$ cat src/rtl/prod_div_recover.sv
// Product-stream decoder: rebuilds x[n] = P / x[n-1] with a restoring serial divider.
// Optional build macro PROD_DIV_IGN_EN drops good results equal to IGN from the output.
module prod_div_recover #(
  parameter int W    = 4,
  parameter int SEED = 1,
  parameter int IGN  = 0
) (
  input  logic           clk,
  input  logic           rst,
  input  logic           ld,
  input  logic [W-1:0]   seed_in,
  input  logic           in_vld,
  output logic           in_rdy,
  input  logic [2*W-1:0] prod,
  output logic           out_vld,
  input  logic           out_rdy,
  output logic [W-1:0]   q,
  output logic           dz,
  output logic           ovf,
  output logic           inx
);
  localparam int            CW       = $clog2(2*W);
  localparam logic [CW-1:0] CNT_LAST = CW'(2*W-1);

  typedef enum logic [1:0] {S_IDLE, S_DIV, S_DONE} state_t;

  state_t         r_state, w_state_nx;
  logic [W-1:0]   r_prev, r_dvs, r_rem, r_q;
  logic [2*W-1:0] r_dvd;   // dividend bits shift out the top, quotient bits shift in below
  logic [CW-1:0]  r_cnt;
  logic           r_dz, r_ovf, r_inx, r_ign;

  logic [W:0]     w_rem_sh, w_rem_sub;
  logic           w_ge, w_last, w_ovf_nx, w_ign_nx;
  logic [W-1:0]   w_rem_nx;
  logic [2*W-1:0] w_quo;

  always_comb begin
    w_rem_sh  = {r_rem, r_dvd[2*W-1]};
    w_ge      = (w_rem_sh >= {1'b0, r_dvs});
    w_rem_sub = w_rem_sh - {1'b0, r_dvs};
    // remainder always stays below the divisor, so W bits suffice
    w_rem_nx  = w_ge ? w_rem_sub[W-1:0] : w_rem_sh[W-1:0];
    w_quo     = {r_dvd[2*W-2:0], w_ge};
    w_last    = (r_cnt == CNT_LAST);
    w_ovf_nx  = |w_quo[2*W-1:W];
`ifdef PROD_DIV_IGN_EN
    w_ign_nx  = !w_ovf_nx && (w_quo[W-1:0] == W'(IGN));
`else
    w_ign_nx  = 1'b0;
`endif
  end

  always_comb begin
    w_state_nx = r_state;
    in_rdy     = (r_state == S_IDLE) && !ld;
    out_vld    = (r_state == S_DONE) && !r_ign;
    case (r_state)
      S_IDLE: if (!ld && in_vld) w_state_nx = (r_prev == '0) ? S_DONE : S_DIV;
      S_DIV:  if (w_last) w_state_nx = S_DONE;
      S_DONE: if (r_ign || out_rdy) w_state_nx = S_IDLE;
      default: w_state_nx = S_IDLE;
    endcase
  end

  always_ff @(posedge clk) begin
    if (rst) r_state <= S_IDLE;
    else     r_state <= w_state_nx;
  end

  always_ff @(posedge clk) begin
    if (rst) begin
      r_prev <= W'(SEED);
      r_dvs  <= '0;
      r_rem  <= '0;
      r_dvd  <= '0;
      r_cnt  <= '0;
      r_q    <= '0;
      r_dz   <= 1'b0;
      r_ovf  <= 1'b0;
      r_inx  <= 1'b0;
      r_ign  <= 1'b0;
    end else begin
      case (r_state)
        S_IDLE: begin
          if (ld) begin
            r_prev <= seed_in;
          end else if (in_vld) begin
            r_dvd <= prod;
            r_dvs <= r_prev;
            r_rem <= '0;
            r_cnt <= '0;
            if (r_prev == '0) begin
              r_q   <= '1;
              r_dz  <= 1'b1;
              r_ovf <= 1'b0;
              r_inx <= 1'b0;
              r_ign <= 1'b0;
            end
          end
        end
        S_DIV: begin
          r_dvd <= w_quo;
          r_rem <= w_rem_nx;
          r_cnt <= r_cnt + 1'b1;
          if (w_last) begin
            r_dz  <= 1'b0;
            r_ovf <= w_ovf_nx;
            r_q   <= w_ovf_nx ? '1 : w_quo[W-1:0];
            r_inx <= !w_ovf_nx && (w_rem_nx != '0);
            r_ign <= w_ign_nx;
          end
        end
        S_DONE: begin
          // only a good quotient becomes the next divisor
          if ((r_ign || out_rdy) && !r_dz && !r_ovf) r_prev <= r_q;
        end
        default: ;
      endcase
    end
  end

  assign q   = r_q;
  assign dz  = r_dz;
  assign ovf = r_ovf;
  assign inx = r_inx;
endmodule

$ cat config.mk
export PLATFORM = sky130hd
export DESIGN_NAME = prod_div_recover
export DESIGN_NICKNAME = d
export VERILOG_FILES = /design/src/rtl/prod_div_recover.sv
export SDC_FILE = /design/constraint.sdc
export NUM_CORES = 1
export LEC_CHECK = 0
export ABC_CLOCK_PERIOD_IN_PS = 1800
export CELL_PAD_IN_SITES_DETAIL_PLACEMENT = 1
export CELL_PAD_IN_SITES_GLOBAL_PLACEMENT = 1
export CORE_MARGIN = 2
export CORE_UTILIZATION = 36
export CTS_CLUSTER_DIAMETER = 60
export DETAILED_ROUTE_END_ITERATION = 7
export PLACE_DENSITY_LB_ADDON = 0.05
export SYNTH_ARGS = -nofsm -noshare
export SYNTH_HDL_FRONTEND = slang
export SYNTH_SLANG_ARGS = --single-unit
export TNS_END_PERCENT = 100
$ cat constraint.sdc
create_clock -name clk -period 1.8 [get_ports clk]
set_input_delay 0.27 -clock clk [delete_from_list [all_inputs] [get_ports clk]]
set_output_delay 0.27 -clock clk [all_outputs]
set_load 0.02 [all_outputs]
==> results of run 1 <==
==> metal layers <==
layer / track usage / part of all wire
met2: 0.3210 / 0.46
met5: 0 / 0
met1: 0.2720 / 0.49
met3: 0.04079 / 0.035
met4: 0.05870 / 0.011
==> synth_stat cells (2+ instances only) <==
library cell	count	area [um^2]
sky130_fd_sc_hd__a211oi_1	10	75.07
sky130_fd_sc_hd__ha_1	6	75.07
sky130_fd_sc_hd__inv_2	2	7.510
sky130_fd_sc_hd__o221a_2	3	33.78
sky130_fd_sc_hd__o21ai_1	4	20.02
sky130_fd_sc_hd__o211ai_1	3	22.52
sky130_fd_sc_hd__nor2_1	24	90.09
sky130_fd_sc_hd__buf_2	3	15.01
sky130_fd_sc_hd__o21ai_0	3	15.01
sky130_fd_sc_hd__nand3_1	6	30.03
sky130_fd_sc_hd__nand2b_1	2	12.51
sky130_fd_sc_hd__a2111o_1	2	22.52
sky130_fd_sc_hd__nor2_4	2	22.52
sky130_fd_sc_hd__mux2i_1	17	170.2
sky130_fd_sc_hd__dfxtp_1	32	640.6
sky130_fd_sc_hd__nor4_1	2	12.51
sky130_fd_sc_hd__nor3b_1	2	15.01
sky130_fd_sc_hd__a21oi_1	7	35.03
sky130_fd_sc_hd__nor3_1	3	15.01
sky130_fd_sc_hd__a22oi_1	2	15.01
sky130_fd_sc_hd__clkbuf_1	2	7.510
sky130_fd_sc_hd__nand2_1	9	33.78
sky130_fd_sc_hd__inv_1	10	37.54
==> worst min-delay path by stage <==
stage                       to  depth (start not counted)
CTS                        inx                          2
detailed placement          dz                          1
floorplan           r_state[1]                          3
global route               inx                          2
global placement            dz                          1
finish                     inx                          2
==> state kept, by name (all words and copies together) (netlist names) <==
| register | count |
|---|---|
| r_dvs | 4 |
| r_prev | 4 |
| r_dvd | 8 |
| r_state | 2 |
| inx | 1 |
| dz | 1 |
| ovf | 1 |
| r_cnt | 3 |
| q | 4 |
| r_rem | 4 |
==> cells by family after synthesis <==
group / synth area share
xor+xnor: 0.005336
mux: 0.1037
buf+inv: 0.04802
compound gates: 0.2149
simple gates: 0.1799
flops: 0.3902
fa+ha+maj: 0.05793
==> per-stage QoR <==
| stage | hold slack (ns) | power, mW | setup TNS (ns) | cell area [um^2] |
|---|---|---|---|---|
| after floorplan | 0.4531 | 1.073 | 0 | 1642 |
| after global placement | 0.4819 | 1.236 | 0 | 2088 |
| after detailed placement | 0.4826 | 1.258 | -0.1920 | 2088 |
| after CTS | 0.5023 | 1.816 | -0.04064 | 2193 |
| after global routing | 0.5261 | 1.938 | -0.02419 | 2266 |
| final | 0.4937 | 1.824 | 0 | 2266 |
==> where the power goes <==
group          leakage [nW]  internal (mW)  switching (mW)
Sequential            0.263          0.754          0.0386
Combinational         0.586          0.246           0.241
Clock                0.0479          0.269           0.275
==> worst register-to-register path, stage by stage (launching register included) <==
cell and delay, ns:
sky130_fd_sc_hd__dfxtp_1 0.33, sky130_fd_sc_hd__inv_1 0.05, sky130_fd_sc_hd__ha_2 0.28, sky130_fd_sc_hd__o21ai_2 0.17
sky130_fd_sc_hd__nand2_2 0.08, sky130_fd_sc_hd__a2111o_1 0.43, sky130_fd_sc_hd__a211oi_2 0.23, sky130_fd_sc_hd__o31ai_1 0.08
==> cell type report <==
type,instances,area (um^2)
timing repair buffer,49,436.7
clock buffer,5,68.82
tap,52,65.06
inverter,12,45.04
clock inverter,3,18.77
multi-input combinational,129,987.2
sequential,32,644.4
fill,522,2118
==> repair_timing <==
action                                  CTS  global route
pin swaps                                 3             5
gates resized for setup                   4            16
endpoints found under the setup margin    1             5
setup buffers                             0             2
==> results.md, run 1 <==
- The die covers 5116 um^2.
- The TritonCTS clock tree is done.
- The number of buffers and inverters on the critical path is 1.
- The total of hold buffers inserted after clock tree synthesis is 0.
- In this run the worst path has a maximum fanout of 2.
- The detail route stage leaves a number of antenna-violating nets equal to 0.
- The headroom to the max-slew limit is 0.7403.
- In this run, placement finished with an instance count of 272.
- At the pin with the least slew margin, the transition time is 0.3860 ns.
- The via count of the first global-routing pass was 1,642.
- In the finished design, the share of the clock period the worst path needs comes to 0.9751.
- The flow ran to the end, and the final reports show no timing, DRC or antenna violations.
- The share of layout cells above drive strength 1 is 0.2609.
- The number of endpoints failing setup at the final stage is 0.
- 26 I/O pins were placed.
- The antenna diode count is 0.
- The global route total overflow is 0.
- When the netlist entered floorplanning its net count stood at 204.
- The detailed-route via count is 1,516.
- The residual DRC count is 0.
- The total global-route track usage is 0.1997.
- The distinct cell type count of the synthesized netlist is 47.
- In this run the static leakage power is 0.8962 nW.
- The violation count after the first detailed-route iteration is 64.
- Measured along the x axis, the die boundary spans 71.53 um.
- The count of buffers from port buffering is 25.
- The die height is 71.53 um.
- The count of mapped cells out of synthesis is 180.
- The sum of routed wire length over all layers is 4534 um.
- The floorplan step defined a core boundary enclosing 4384 um^2.
- The startpoint identified for the worst register-to-register timing path is r_dvs[2].
- The critical path data required time is 1.97 ns.
- Excluding fillers, the count of instances in the completed layout stands at 282.
- The detailed-router iteration count before antenna repair is 4.
- The peak supply drop is 0.4313 mV.
- The critical register-to-register path endpoint is inx.
- The most critical setup path has its endpoint at inx.
- Setup repair after global routing could not meet its margin everywhere.
- Counting flops with an async set or reset pin after synthesis yields a share of 0.
- The clock period could shrink to 1.755 ns.
- At the later pin of the worst-skew pair, clock insertion delay measures 0.28 ns.
- The clock-pin slew on the worst setup and hold paths is 0.07 ns.
- The HPWL reported at the end of detailed placement is 3586 um.
- The number of buffers on the longest clock path is 2.
- The number of endpoints with negative hold slack in the final report was 0.
- The combined area of all synthesized cells is 1642 um^2.
- The min-delay analysis places its worst path in the category flop to flop.
- The global placer's final weighted congestion is 0.7895.
- The H-tree was split into 2 levels.
- The first global-routing pass estimated 7976 um of wire.
- The clock root buffer master is sky130_fd_sc_hd__clkbuf_8.
- Counting flops and latches in the post-synthesis netlist gives 32.
- The total CTS buffers is 5.
- The arrival time of the worst setup path is 1.93 ns.
- The slack of the worst reg-to-reg path is 0.04 ns.
- In this run, synthesis inferred 0 flip-flops with an integrated enable.
- The number of placement rows is 24.
- The routed via count divided by cell count is 5.376.
- The final worst setup slack is 0.04484 ns.
- The post-synthesis sequential area ratio is 0.3902.
- The peak clock frequency supported by timing is 569.7 MHz.
- Leaving out fill and tap cells, the most frequent cell in the layout is sky130_fd_sc_hd__dfxtp_1.
- The initial antenna violation count came to 0.
- The critical path is of the flop to flop type.
- The worst setup path is launched from a flop.
- The number of cells on the worst reg-to-reg path is 7.
- From synthesis to final layout, the design area changed by 38.03%.
- On the worst path, the slowest cell contributes a delay of 0.43 ns.
- The count of nets after finishing is 253.
- Prior to clock tree synthesis, the placed netlist has a worst setup slack of -0.06508 ns.
- The commonest register cell after synthesis is sky130_fd_sc_hd__dfxtp_1.
- The worst setup path is captured at a flop.
- The kind of cell adding the most delay to the critical path is compound AO/OA/AOI/OAI gates.
- The library cells used most frequently in the layout, excluding fill and tap cells, are sky130_fd_sc_hd__dfxtp_1 (29), sky130_fd_sc_hd__nor2_1 (24), sky130_fd_sc_hd__clkdlybuf4s50_1 (24), sky130_fd_sc_hd__buf_4 (23), sky130_fd_sc_hd__mux2i_1 (17).
- The worst clock skew is 0.005627 ns.
- The synthesis warning total is 0.
- Counting every sink on the clock net gives 32.
- For this design the ratio of total power to cell area is 804.9 nW/um^2.
- The number of logic stages on the critical path including buffering is 7.
- For this run, the share of the core covered by cells in the final layout is 0.5168.
- The average instance in the mapped netlist occupies 9.120 um^2.
- The startpoint of the worst hold path is inx.
- The initial core utilization is 0.3744.
- Dividing the detail-routed wire length by the instance count gives 16.08 um.
- The max-slew violation count came to 0.
- Walking the worst path, the cells encountered are inv_1 -> ha_2 -> o21ai_2 -> nand2_2 -> a2111o_1 -> a211oi_2 -> o31ai_1.
- The largest net degree at the start of global routing is 15.
- Tracing the worst setup path back leads to its startpoint at r_dvs[2].
- Among all stages on the critical path, the largest delay is contributed by sky130_fd_sc_hd__a2111o_1.
- The number of max-cap violations is 0.
Note: power is estimated with default switching activity, not from simulation.
==> run 2, diff against run 1 <==
--- a/config.mk
+++ b/config.mk
@@ -6,7 +6,7 @@
 export NUM_CORES = 1
 export LEC_CHECK = 0
 export ABC_CLOCK_PERIOD_IN_PS = 1800
-export CELL_PAD_IN_SITES_DETAIL_PLACEMENT = 1
+export CELL_PAD_IN_SITES_DETAIL_PLACEMENT = 0
 export CELL_PAD_IN_SITES_GLOBAL_PLACEMENT = 1
 export CORE_MARGIN = 2
 export CORE_UTILIZATION = 36
==> run 2 against run 1 <==
Power down 2.3%. Register-to-register slack about the same. Via count down 3.9%. Critical path type unchanged. Critical endpoint unchanged. Highest routed layer unchanged.
==> results.md, run 2 (synthesis results as in run 1) <==
- The longest clock path from root to sink contains 2 buffers.
- Compared with the post-synthesis result, the final layout area differs by 36.13%.
- The measured slew at the worst slew-check pin is 0.4261 ns.
- The count of nets after finishing is 251.
- The path class of the tightest hold or removal check is flop to flop.
- The shortest period the worst path allows is 1.751 ns.
- The core area is 4384 um^2.
- For this run, the slowest stage of the critical path takes 0.35 ns.
- The largest fanout on the critical path is 3.
- The worst setup path is captured at a flop.
- The register with the highest flop count is r_dvd.
- The initial core utilization is 0.3744.
- Hold repair after CTS inserted 0 buffers.
- The detailed router put a total of 2057 um of wire on met1.
- Setup repair after global routing could not meet its margin everywhere.
- The largest net degree at the start of global routing is 15.
- The HPWL reported at the end of detailed placement is 3154 um.
- The number of buffers and inverters on the critical path is 2.
- The die height is 71.53 um.
- The critical path data required time is 1.96 ns.
- In this run the tightest slew margin relative to its limit is 0.7133.
- The register with the most flip-flops in the layout has 8 of them.
- The met2 routed wirelength is 1776 um.
- Leaving out fill and tap cells, the most frequent cell in the layout is sky130_fd_sc_hd__dfxtp_1.
- The slack of the worst reg-to-reg path is 0.05 ns.
- Across the VDD grid, the largest voltage drop is 0.3505 mV.
- For the worst-skew pair, the clock arrives at the later sink with an insertion delay of 0.28 ns.
- The count of buffers from port buffering is 25.
- The detailed-router iteration count before antenna repair is 4.
- The total power is 1.781 mW.
- The floorplan has 24 rows.
- The critical path start-end classification is flop to flop.
- The count of cells in the finished layout, fillers not included, comes to 279.
- The sum of routed wire length over all layers is 4082 um.
- The sequential cells in the finished layout cover a total of 643.1 um^2.
- The area used by multi-input combinational logic is 982.2 um^2.
- The number of endpoints with negative hold slack in the final report was 0.
- The number of endpoints failing setup at the final stage is 0.
- After clock tree synthesis, the setup repair step added 0 buffers.
- The clock net in this run drives a total of 32 sinks.
- Broken down by cell family, the worst path's largest delay share belongs to adder cells.
- In the layout the commonest cells are sky130_fd_sc_hd__dfxtp_1 (30), sky130_fd_sc_hd__nor2_1 (24), sky130_fd_sc_hd__clkdlybuf4s50_1 (24), sky130_fd_sc_hd__buf_4 (22), sky130_fd_sc_hd__mux2i_1 (17).
- The total global-route track usage is 0.1707.
- Before CTS, the worst setup slack after placement is -0.01198 ns.
- The congestion estimate from routability-driven global placement came to 0.7895.
- The run finished with clean final reports.
- The detailed router finished its first iteration with 69 violations.
- The initial antenna violation count is 0.
- The TritonCTS clock tree is done.
- The smallest hold slack is 0.4887 ns.
- The residual DRC count is 0.
- The most numerous cell type found on the critical path is sky130_fd_sc_hd__inv_2.
- The routed via count divided by cell count is 5.222.
- The worst register-to-register path ends at inx.
- The number of stages on the worst hold path is 2.
- The boundary pin count is 26.
- In the post-route analysis, the smallest setup slack over all paths is 0.04873 ns.
- The sum of met3 wire segment lengths after detailed routing is 176 um.
- The largest individual stage delay along the critical path comes from the cell sky130_fd_sc_hd__fa_2.
- After global routing the overflow that remains totals 0.
- The number of clock buffers added by TritonCTS is 5.
- Routed signal wires occupy layers up through met4.
- The H-tree was split into 2 levels.
- The clock-pin slew on the worst setup and hold paths is 0.07 ns.
- The number of placed instances, taps included, is 272.
- The number of antenna diodes in the final layout is 0.
- The startpoint identified for the worst hold timing path is inx.
- The clock root buffer master is sky130_fd_sc_hd__clkbuf_8.
- The detailed router placed 1,457 vias in this run.
- The remaining antenna violation count after routing is 0.
- The standby leakage power is 0.8782 nW.
- The peak clock frequency supported by timing is 571.0 MHz.
- The max-slew violation count is 0.
- Walking the worst path, the cells encountered are inv_2 -> ha_4 -> inv_2 -> fa_2 -> xor2_2 -> nor3b_2 -> nand3_1 -> a211oi_2 -> o31ai_1.
- The first global-routing pass estimated 6755 um of wire.
- The worst clock skew is 0.005744 ns.
- The via count of the first global-routing pass is 1,445.
- STA classifies the critical path startpoint as a flop.
- For this design the ratio of total power to cell area is 797.2 nW/um^2.
- The reg-to-reg critical path startpoint is r_dvd[7].
- In the final layout, the share of cells above drive strength 1 is 0.2379.
- The worst hold path terminates at inx.
- The fill cell instance count of the final layout is 424.
- The period utilization is 0.9729.
- The number of cells on the worst reg-to-reg path is 9.
- The die footprint is 5116 um^2.
- The source of the critical timing path is r_dvd[7].
- The detailed-route wire length per cell is 14.63 um.
- The arrival time of the worst setup path is 1.92 ns.
- In this run the horizontal extent of the chip is 71.53 um.
- The number of max-cap violations is 0.
## run 2: how the worst max path moves through the flow
| stage | to | slack (ns) | cells after the start |
|---|---|---|---|
| after global placement | q[2] | 0.01 | 5 |
| after detailed placement | inx | -0.01 | 9 |
| after global routing | inx | -0.05 | 9 |
| after CTS | inx | -0.02 | 9 |
| final | inx | 0.05 | 9 |
| after floorplan | inx | 0.01 | 7 |
## run 2: timing repair
| item | CTS | global route |
|---|---|---|
| cloned | 0 | 0 |
| resized for setup | 7 | 7 |
| pin swaps | 5 | 5 |
| setup endpoints to repair | 1 | 3 |
## run 2: stage by stage
| stage | util | instance area (um^2) | TNS, ns |
|---|---|---|---|
| 2_1_floorplan | - | 1642 | 0 |
| 3_3_place_gp | 0.4763 | 2088 | 0 |
| 3_5_place_dp | 0.4763 | 2088 | -0.01565 |
| 4_1_cts | 0.4989 | 2187 | -0.01923 |
| 5_1_grt | 0.5097 | 2235 | -0.05296 |
| 6_report | 0.5097 | 2235 | 0 |
## run 2: power breakdown
part / leakage, nW / switching, mW / internal [mW]
sequential: 0.262 / 0.0387 / 0.754
combinational: 0.576 / 0.228 / 0.235
clock: 0.0400 / 0.264 / 0.261
## run 2: worst reg2reg max path: stages (launching register included)
cell                       delay (ns)
sky130_fd_sc_hd__dfxtp_2         0.33
sky130_fd_sc_hd__inv_2           0.06
sky130_fd_sc_hd__ha_4            0.13
sky130_fd_sc_hd__inv_2           0.03
sky130_fd_sc_hd__fa_2            0.35
sky130_fd_sc_hd__xor2_2          0.20
sky130_fd_sc_hd__nor3b_2         0.15
sky130_fd_sc_hd__nand3_1         0.10
sky130_fd_sc_hd__a211oi_2        0.19
sky130_fd_sc_hd__o31ai_1         0.08
## run 2: cell type report
class                   count  area share
clock inverters             2    0.005599
inverters                  12     0.02016
flip-flops and latches     32      0.2878
well taps                  52     0.02912
repair buffers             47      0.1870
multi-input cells         129      0.4395
clock buffers               5     0.03080
## run 2: metal layers
metal | up-vias | GRT usage
li1 | 750 | -
met3 | 9 | 0.04501
met4 | 0 | 0.06080
met5 | - | 0
met1 | 668 | 0.2348
met2 | 30 | 0.2593
